===== src/rtl/me_frame_loader.sv =====
// me_frame_loader
//   Feeds the motion-estimation engine. A byte-serial pixel stream (16x16 current
//   block followed by the 32x32 reference window) is packed LSB-first, 8 pixels per
//   64-bit word. The words are written into the engine's cur and ref memories. After
//   the last reference word the loader pulses go, then blocks any new load until the
//   engine reports me_done.
//
// Ports
//   clk, reset                     clock, async active-high reset
//   start_load                     1-cycle load request, honoured in IDLE only
//   pix_valid/pix_data/pix_ready   byte stream handshake (accept = valid & ready)
//   address/data/write_enable_cur  cur memory write port (1-cycle strobe per word)
//   address/data/write_enable_ref  ref memory write port (1-cycle strobe per word)
//   go                             1-cycle engine start pulse
//   me_done                        engine completion, honoured in WAIT_DONE only
//   busy                           high whenever not IDLE
module me_frame_loader #(
    parameter int PIX_W     = 8,
    parameter int WORD_PIX  = 8,
    parameter int CUR_WORDS = 32,
    parameter int REF_WORDS = 128,
    parameter int CUR_AW    = 5,
    parameter int REF_AW    = 7
) (
    input  logic                      clk,
    input  logic                      reset,
    input  logic                      start_load,
    input  logic                      pix_valid,
    input  logic [PIX_W-1:0]          pix_data,
    output logic                      pix_ready,
    output logic [CUR_AW-1:0]         address_write_cur,
    output logic [PIX_W*WORD_PIX-1:0] data_write_cur,
    output logic                      write_enable_cur,
    output logic [REF_AW-1:0]         address_write_ref,
    output logic [PIX_W*WORD_PIX-1:0] data_write_ref,
    output logic                      write_enable_ref,
    output logic                      go,
    input  logic                      me_done,
    output logic                      busy
);
    localparam int WORD_W = PIX_W * WORD_PIX;
    localparam int BC_W   = $clog2(WORD_PIX);
    // One counter serves both phases; sized for the larger memory.
    localparam int WC_W   = (REF_AW > CUR_AW) ? REF_AW : CUR_AW;

    typedef enum logic [2:0] {
        IDLE,
        LOAD_CUR,
        LOAD_REF,
        START,
        WAIT_DONE
    } state_t;

    state_t                  state, state_nxt;
    logic [BC_W-1:0]         byte_cnt;
    logic [WC_W-1:0]         word_cnt;
    // Holds bytes 0..WORD_PIX-2; the final byte goes straight from pix_data into the word.
    logic [WORD_W-PIX_W-1:0] pack;
    logic                    accept;
    logic                    word_full;
    logic                    last_cur;
    logic                    last_ref;
    logic [WORD_W-1:0]       full_word;

    assign accept    = pix_valid & pix_ready;
    assign word_full = accept && (byte_cnt == BC_W'(WORD_PIX - 1));
    assign last_cur  = word_full && (word_cnt == WC_W'(CUR_WORDS - 1));
    assign last_ref  = word_full && (word_cnt == WC_W'(REF_WORDS - 1));
    assign full_word = {pix_data, pack};
    assign busy      = (state != IDLE);

    always_ff @(posedge clk or posedge reset) begin
        if (reset) state <= IDLE;
        else       state <= state_nxt;
    end

    always_comb begin
        state_nxt = state;
        pix_ready = 1'b0;
        go        = 1'b0;
        case (state)
            IDLE:      if (start_load) state_nxt = LOAD_CUR;
            LOAD_CUR: begin
                pix_ready = 1'b1;
                if (last_cur) state_nxt = LOAD_REF;
            end
            LOAD_REF: begin
                pix_ready = 1'b1;
                if (last_ref) state_nxt = START;
            end
            START: begin
                go        = 1'b1;
                state_nxt = WAIT_DONE;
            end
            WAIT_DONE: if (me_done) state_nxt = IDLE;
            default:   state_nxt = IDLE;
        endcase
    end

    // Packing and write port. The strobe is registered, so it appears the cycle after
    // the completing byte; address/data hold their value between strobes.
    always_ff @(posedge clk or posedge reset) begin
        if (reset) begin
            byte_cnt          <= '0;
            word_cnt          <= '0;
            pack              <= '0;
            write_enable_cur  <= 1'b0;
            write_enable_ref  <= 1'b0;
            address_write_cur <= '0;
            address_write_ref <= '0;
            data_write_cur    <= '0;
            data_write_ref    <= '0;
        end else begin
            write_enable_cur <= 1'b0;
            write_enable_ref <= 1'b0;
            if (accept) begin
                if (word_full) begin
                    byte_cnt <= '0;
                    if (state == LOAD_CUR) begin
                        write_enable_cur  <= 1'b1;
                        address_write_cur <= word_cnt[CUR_AW-1:0];
                        data_write_cur    <= full_word;
                        // Clearing on the last cur word makes the first ref word land at 0.
                        word_cnt          <= last_cur ? '0 : word_cnt + WC_W'(1);
                    end else begin
                        write_enable_ref  <= 1'b1;
                        address_write_ref <= word_cnt[REF_AW-1:0];
                        data_write_ref    <= full_word;
                        word_cnt          <= last_ref ? '0 : word_cnt + WC_W'(1);
                    end
                end else begin
                    byte_cnt                             <= byte_cnt + BC_W'(1);
                    pack[int'(byte_cnt)*PIX_W +: PIX_W] <= pix_data;
                end
            end
        end
    end
endmodule


===== config.mk =====
export PLATFORM = sky130hd
export DESIGN_NAME = me_frame_loader
export DESIGN_NICKNAME = d
export VERILOG_FILES = /design/src/rtl/me_frame_loader.sv
export SDC_FILE = /design/constraint.sdc
export NUM_CORES = 1
export LEC_CHECK = 0
export BUFFER_PORTS_ARGS = -buffer_cell sky130_fd_sc_hd__buf_2
export CAP_MARGIN = 0
export CORE_MARGIN = 2
export CORE_UTILIZATION = 50
export CTS_CLUSTER_SIZE = 40
export DETAILED_ROUTE_END_ITERATION = 8
export PLACE_DENSITY_LB_ADDON = 0.2
export SYNTH_ARGS = -nofsm -noshare
export SYNTH_HDL_FRONTEND = slang
export SYNTH_SLANG_ARGS = --single-unit
export TNS_END_PERCENT = 5

===== constraint.sdc =====
create_clock -name clk -period 19.19 [get_ports clk]
set_input_delay 0.9595 -clock clk [delete_from_list [all_inputs] [get_ports clk]]
set_output_delay 0.9595 -clock clk [all_outputs]
set_load 0.02 [all_outputs]

==> results of run 1 <==
[cell families (layout without fill, tap and decap cells)]
kind of cell | after synthesis | count (layout) | share of synthesized area [%]
buffers and inverters | 39 | 215 | 2.67
AND/OR/NAND/NOR | 73 | 73 | 5.57
XOR/XNOR | 6 | 6 | 0.846
multiplexers | 196 | 196 | 26.4
adder cells (fa/ha/maj) | 7 | 7 | 1.04
AO/OA/AOI/OAI | 12 | 12 | 0.846
flip-flops | 211 | 211 | 62.6
[how the worst max path moves through the flow]
stage | from | end | slack (ns) | depth (start not counted)
after detailed placement | pix_valid | address_write_ref[3]$_DFFE_PP0P_ | 15.72 | 5
final | byte_cnt[0]$_DFFE_PP0P_ | address_write_ref[3]$_DFFE_PP0P_ | 15.86 | 6
after global routing | byte_cnt[0]$_DFFE_PP0P_ | address_write_ref[3]$_DFFE_PP0P_ | 15.64 | 6
after floorplan | reset | address_write_cur[0]$_DFFE_PP0P_ | 12.46 | 1
after global placement | pix_valid | data_write_ref[59]$_DFFE_PP0P_ | 15.81 | 5
after CTS | byte_cnt[0]$_DFFE_PP0P_ | address_write_ref[3]$_DFFE_PP0P_ | 15.82 | 6
[layer usage]
metal / GRT usage (%) / routed length, um / vias to the layer above / part of all wire (%)
met5: 0 / 0 / - / 0
met4: 5.85 / 375 / 0 / 2.1
met3: 4.50 / 1080 / 29 / 6.0
met2: 32.8 / 8460 / 134 / 48
met1: 28.2 / 7890 / 2575 / 44
li1: - / - / 2243 / -
[state kept, by name, summed over array words and instances, names as in the netlist]
name	flops
data_write_cur	64
write_enable_ref	1
byte_cnt	3
state	3
address_write_ref	7
write_enable_cur	1
data_write_ref	64
word_cnt	7
pack	56
address_write_cur	5
[power groups by stage]
| stage | Combinational (uW) | Clock [uW] | Sequential [uW] |
|---|---|---|---|
| after floorplan | 172 | 0 | 695 |
| after global placement | 336 | 0 | 640 |
| after detailed placement | 346 | 0 | 647 |
| after CTS | 348 | 465 | 640 |
| after global routing | 373 | 482 | 655 |
| final | 344 | 455 | 639 |
[cells in the final DEF, fill, tap and decap left out, types with 8 or more instances in the layout]
cell,synthesis,final
dfrtp_1,211,211
mux2_2,172,172
buf_2,8,157
clkbuf_16,0,23
nand2_1,15,15
inv_1,15,14
mux2i_1,10,10
and2_1,9,9
and3_1,8,8
mux2_4,8,8
[final cells by class]
cell class / instances / area [um^2]
inverters: 15 / 63.8
flip-flops and latches: 211 / 5280
well taps: 220 / 275
clock buffers: 33 / 683
repair buffers: 160 / 808
clock inverters: 7 / 114
fillers: 1290 / 6370
multi-input cells: 294 / 2930
[stage by stage]
step / power [uW] / setup slack (ns)
finish: 1440 / 15.86
global route: 1510 / 15.64
CTS: 1450 / 15.82
detailed placement: 993 / 15.72
global placement: 976 / 15.81
floorplan: 867 / 12.46
==> results.ini, run 1 <==
[sta]
holdWs_ns=0.486
period_share_pct=17.4
rsz0062_at_grt=no
tns_ns=0
tightestPinTransition_ns=1.02
max_freq_ghz=0.300
hold_viol=0
clock_skew_ns=0.00911
drv_slew=0
fin_crit_ns=3.33
setup_violations=0
slew_headroom_pct=31.7

[cts]
clk_path_buf_depth=3
cts_resized=0
clk_pin_slew_ns=0.06
root_buffer=clkbuf_16
cts_tree=built
ctsHoldBuffers=0
cts_sinks=211
clock_latency_ns=0.49
numCtsBuffers=22
h-tree-depth=1
post-cts-setup-buffers=0

[drt]
routed_wl_um=17800
drc=0
vias=4981
firstDrtPassIters=4
antenna_left=0
wire_per_inst_um=18.9
drtIter0Drc=223
via_per_inst=5.30

[run]
drv_cap=0

[global_routing]
antenna_found_initial=0
first_global_vias=5235
track_usage_pct=20.4
grt_max_degree=137
grt_pass1_wl_um=28800
overflow=0

[power_and_ir_drop]
p_int_uw=1000
power_frac_seq_pct=44.4
p_switching_uw=438
comb_power_share_pct=23.9
clockPowerShare_pct=31.6
p_leak_uw=0.00540
p_per_area_nw_per_um2=142
swShare_pct=30.5
irDropWorstVdd_uv=69.9

[critical_path]
slowest_stage=nor2_4
worstPathMaxFanout=41
crit_family=simple AND/OR/NAND/NOR gates
end_kind=register
slowest_delay_ns=0.89
path_common_cell=ha_1
start_kind=register
critical_path_class=reg -> reg
reg2reg_from=byte_cnt[0]$_DFFE_PP0P_
ff2ff_setup_slack_ns=15.86
cp_data_required_time_ns=19.57
r2r_end=address_write_ref[3]$_DFFE_PP0P_
arrival_ns=3.71
path_buf_inv=1
crit_chain=ha_1 > ha_1 > nand3b_1 > nor2_4 > buf_4 > mux2_2
ff2ff_path_depth=6

[synthesis]
yosys.area.top_type_share_pct=62.6
synth_top_cell_by_area=dfrtp_1
postSynthNetCount=564
yosysMostFrequentCell=dfrtp_1
synth-main-ff-cell=dfrtp_1
synth_cell_type_count=43
ys_warn_count=0
yosysSeqAreaShare_pct=62.6
syn_area_um2=8430
synth_area_leaders=dfrtp_1 63%, mux2_2 23%, mux2_4 1.4%, mux2i_1 1.2%, ha_1 1.0%
synth_cells=544
async_reset_ff_share_pct=100
avgSynthCellArea_um2=15.5
synthTopCellsByCount=211 x dfrtp_1, 172 x mux2_2, 15 x inv_1, 15 x nand2_1
synth_edf_count=0
ys_seq_elements=211

[finish]
fin_util_pct=61.5
area_growth_pct=20.5
nets=724
final_area_um2=10200
antenna_cells=0
final_cells=940
layout-drive-gt1-share_pct=53.9

[die]
die_h_um=134
coreArea_um2=16500
row_count=47
start_util_pct=51.0
die_w_um=134
fp.dieArea_um2=17900
io_pins=158

[hold_path]
holdPathStages=1
min_path_type=reg -> reg
min_to=address_write_ref[5]$_DFFE_PP0P_
worstHoldStart=address_write_ref[5]$_DFFE_PP0P_

[place]
place_area_um2=9360
dp.cells=900
dp_hpwl_um=11700
gp_congestion=0.768
port_buffers=157

[status]
status=finished, final reports clean

(Power assumes the default switching activity.)
==> run 2: changes to the inputs <==
==> constraint.sdc (replaced) <==
create_clock -name clk -period 2.9 [get_ports clk]
set_input_delay 0.145 -clock clk [delete_from_list [all_inputs] [get_ports clk]]
set_output_delay 0.145 -clock clk [all_outputs]
set_load 0.02 [all_outputs]
==> results.ini, run 2 (synthesis gave the netlist of run 1 again) <==
[global_routing]
first_global_vias=5315
overflow=0
antenna_found_initial=0
grt_max_degree=73
top_usage_layer=met2
globalRouteMet2Util_pct=34.2
track_usage_pct=20.3
grt_pass1_wl_um=28800
met3_usage_pct=4.08
grt.met1_usage_pct=27.7

[cts]
clk_pin_slew_ns=0.06
cts_resized=0
numCtsBuffers=22
cts_sinks=211
cts_tree=built
h-tree-depth=1
clk_path_buf_depth=3
root_buffer=clkbuf_16
clock_latency_ns=0.50

[place]
dp_hpwl_um=11800
dp.cells=906
gp_congestion=0.786
place_area_um2=9450
port_buffers=157

[die]
row_count=47
die_w_um=134
coreArea_um2=16500
fp.dieArea_um2=17900
die_h_um=134
io_pins=158
start_util_pct=51.0

[critical_path]
critical_path_class=reg -> reg
worstPathMaxFanout=8
ff2ff_setup_slack_ns=0.41
cp_data_required_time_ns=3.28
crit_chain=inv_1 > ha_1 > ha_1 > nor2b_1 > and4_1 > mux2_2
ff2ff_path_depth=6
arrival_ns=2.87
path_common_cell=ha_1
slowest_stage=and4_1
path_buf_inv=1
crit_family=simple AND/OR/NAND/NOR gates
cp.depth=6
slowest_delay_ns=0.50
end_kind=register
start_kind=register

[drt]
wire_per_inst_um=18.7
routed_wl_um=17700
via_per_inst=5.20
antenna_left=0
drtIter0Drc=250
firstDrtPassIters=4
vias=4925
drc=0

[finish]
largestRegisters=data_write_cur (64), data_write_ref (64), pack (56)
final_area_um2=10200
nets=731
final_common_cell=dfrtp_1
final_cells=947
layout_common_cells=211 x dfrtp_1, 172 x mux2_2, 157 x buf_2, 23 x clkbuf_16, 15 x nand2_1
layout-drive-gt1-share_pct=53.9
antenna_cells=0
fin_util_pct=61.6
area_growth_pct=20.8

[sta]
setup_violations=0
period_share_pct=86.0
fin_crit_ns=2.49
drv_slew=0
slew_headroom_pct=45.6
tns_ns=0
hold_viol=0
tightestPinTransition_ns=0.814
holdWs_ns=0.00995
max_freq_ghz=0.401
rsz0062_at_grt=no
clock_skew_ns=0.0159

[status]
status=finished, final reports clean

[run]
drv_cap=0

[hold_path]
min_path_type=in -> reg
holdPathStages=3

[power_and_ir_drop]
p_leak_uw=0.00540
irDropWorstVdd_uv=529
p_per_area_nw_per_um2=908

[run 2: cell types whose count changed in the layout (fill, tap and decap cells not counted), moves of 2 or more]
cell,before,now
clkbuf_1,3,5
buf_4,3,5
clkinvlp_4,0,2
buf_12,0,4
bufinv_16,3,0
[run 2: area by class of cell]
class	count	area [um^2]
Clock buffer	35	691
Clock inverter	5	27.5
Fill cell	1272	6340
Inverter	15	60.1
Multi-Input combinational cell	294	2930
Sequential cell	211	5280
Tap cell	220	275
Timing Repair Buffer	167	913
[run 2: worst reg2reg max path, delay by kind of cell, from the launching register on]
family	cells	cell delay (ns)
flops	1	0.41
simple gates	2	0.83
fa+ha+maj	2	0.60
mux	1	0.39
buf+inv	1	0.14
[run 2: where the power goes]
group	switching [uW]	internal, uW	total (uW)
logic	1260	1040	2310
clock network	1080	1630	2710
registers	528	3700	4230
total	2870	6370	9250
[run 2: worst paths after layout]
| check | startpoint | end |
|---|---|---|
| setup / recovery | byte_cnt[0]$_DFFE_PP0P_ | pack[34]$_DFFE_PP0P_ |
| hold / removal | pix_data[7] | pack[39]$_DFFE_PP0P_ |
| setup reg to reg | byte_cnt[0]$_DFFE_PP0P_ | pack[34]$_DFFE_PP0P_ |
| hold reg to reg | data_write_ref[34]$_DFFE_PP0P_ | data_write_ref[34]$_DFFE_PP0P_ |
| max in group asynchronous | reset | address_write_cur[0]$_DFFE_PP0P_ |
| min in group asynchronous | reset | data_write_cur[7]$_DFFE_PP0P_ |
[run 2: repair_timing]
item,4_1_cts,5_1_grt
hold buffers,1,0
endpoints found under the hold margin,34,0
setup buffers,0,0
[run 2: metrics by stage]
step,setup WS (ns),power (uW)
global placement,0.557,6490
CTS,0.438,9360
detailed placement,0.456,6610
finish,0.407,9250
floorplan,0.0128,5740
global route,0.259,9740
[run 2: routing by layer]
| layer | up-vias | share of wire [%] |
|---|---|---|
| li1 | 2250 | - |
| met1 | 2539 | 45 |
| met2 | 118 | 48 |
| met3 | 18 | 5.4 |
| met4 | 0 | 1.3 |
| met5 | - | 0 |
==> run 3: changes to the inputs <==
--- a/config.mk
+++ b/config.mk
@@ -8,7 +8,7 @@
 export BUFFER_PORTS_ARGS = -buffer_cell sky130_fd_sc_hd__buf_2
 export CAP_MARGIN = 0
 export CORE_MARGIN = 2
-export CORE_UTILIZATION = 50
+export CORE_UTILIZATION = 40
 export CTS_CLUSTER_SIZE = 40
 export DETAILED_ROUTE_END_ITERATION = 8
 export PLACE_DENSITY_LB_ADDON = 0.2
==> results.ini, run 3 (synthesis gave the netlist of run 1 again) <==
[cts]
post-cts-setup-buffers=0
cts_sinks=211
clk_pin_slew_ns=0.06
cts_resized=0
root_buffer=clkbuf_16
clock_latency_ns=0.50
clk_path_buf_depth=3
ctsHoldBuffers=1
cts_tree=built
numCtsBuffers=23
h-tree-depth=1

[run]
drv_cap=0

[global_routing]
first_global_vias=5355
track_usage_pct=17.0
grt_max_degree=111
antenna_found_initial=0
grt_pass1_wl_um=29900
overflow=0

[critical_path]
cp_data_required_time_ns=3.29
end_kind=register
worstPathMaxFanout=8
r2r_end=pack[32]$_DFFE_PP0P_
crit_end=pack[32]$_DFFE_PP0P_
critical_path_class=reg -> reg
reg2reg_from=byte_cnt[0]$_DFFE_PP0P_
crit_path_start=byte_cnt[0]$_DFFE_PP0P_
ff2ff_path_depth=6
ff2ff_setup_slack_ns=0.49
arrival_ns=2.79
start_kind=register

[hold_path]
min_path_type=in -> reg

[power_and_ir_drop]
p_per_area_nw_per_um2=910
power_uw=9350
irDropWorstVdd_uv=582
p_leak_uw=0.00541

[drt]
antenna_left=0
firstDrtPassIters=4
drc=0
via_per_inst=4.95
drtIter0Drc=166
routed_wl_um=18600
wire_per_inst_um=18.6
vias=4956

[sta]
setup_violations=0
max_freq_ghz=0.416
setup_ws_ns=0.494
holdWs_ns=0.0242
period_share_pct=83.0
tightestPinTransition_ns=0.732
tns_ns=0
slew_headroom_pct=51.1
drv_slew=0
hold_viol=0
clock_skew_ns=0.0103
fin_crit_ns=2.41
rsz0062_at_grt=no

[finish]
layout_common_cells=211 x dfrtp_1, 172 x mux2_2, 157 x buf_2, 23 x clkbuf_16, 15 x nand2_1
area_growth_pct=21.8
final_common_cell=dfrtp_1
nets=732
layout-drive-gt1-share_pct=54.0
fin_util_pct=49.3
antenna_cells=0
largestRegisters=data_write_cur (64), data_write_ref (64), pack (56)

[place]
gp_congestion=0.756
dp_slack_ns=0.524
dp_hpwl_um=12500
port_buffers=157

[die]
start_util_pct=40.5
coreArea_um2=20800
fp.dieArea_um2=22300
die_w_um=149
io_pins=158
die_h_um=149
row_count=53

[status]
status=finished, final reports clean

[run 3: area by class of cell]
type | instances | area, um^2
Clock buffer | 30 | 632
Inverter | 15 | 60.1
Tap cell | 275 | 344
Clock inverter | 9 | 95.1
Multi-Input combinational cell | 294 | 2930
Fill cell | 1859 | 10600
Sequential cell | 211 | 5280
Timing Repair Buffer | 167 | 926
[run 3: report_power, final]
part           internal [uW]  total, uW  switching [uW]
sequential              3700       4230             529
clock                   1700       2810            1110
combinational           1040       2310            1260
total                   6450       9350            2900
[run 3: per-stage QoR]
stage / cell area (um^2) / instances
after CTS: 10300 / 1001
after global routing: 10300 / 1001
after global placement: 9530 / 961
after detailed placement: 9530 / 961
after floorplan: 8430 / 544
final: 10300 / 1001
[run 3: worst min path at each step]
stage | from | to | slack, ns | cells after the start
floorplan | pix_data[0] | pack[24]$_DFFE_PP0P_ | 0.28 | 2
global placement | reset | data_write_ref[7]$_DFFE_PP0P_ | 0.09 | 2
detailed placement | reset | data_write_ref[2]$_DFFE_PP0P_ | 0.1 | 2
CTS | pix_data[1] | pack[25]$_DFFE_PP0P_ | 0.02 | 3
global route | pix_data[1] | pack[25]$_DFFE_PP0P_ | 0.02 | 3
finish | pix_data[3] | pack[27]$_DFFE_PP0P_ | 0.02 | 3
[run 3: worst max-delay path, stage by stage, from the launching register on]
cell and delay [ns]:
dfrtp_1 0.41, inv_1 0.13, ha_1 0.23, ha_1 0.38, nor2b_1 0.27, and4_1 0.48
mux2_2 0.39
[run 3: routing by layer]
layer | wire [um] | part of all wire [%] | global-route usage (%)
met1 | 8090 | 44 | 22.7
met2 | 9170 | 49 | 28.8
met3 | 968 | 5.2 | 3.00
met4 | 344 | 1.9 | 4.48
met5 | 0 | 0 | 0
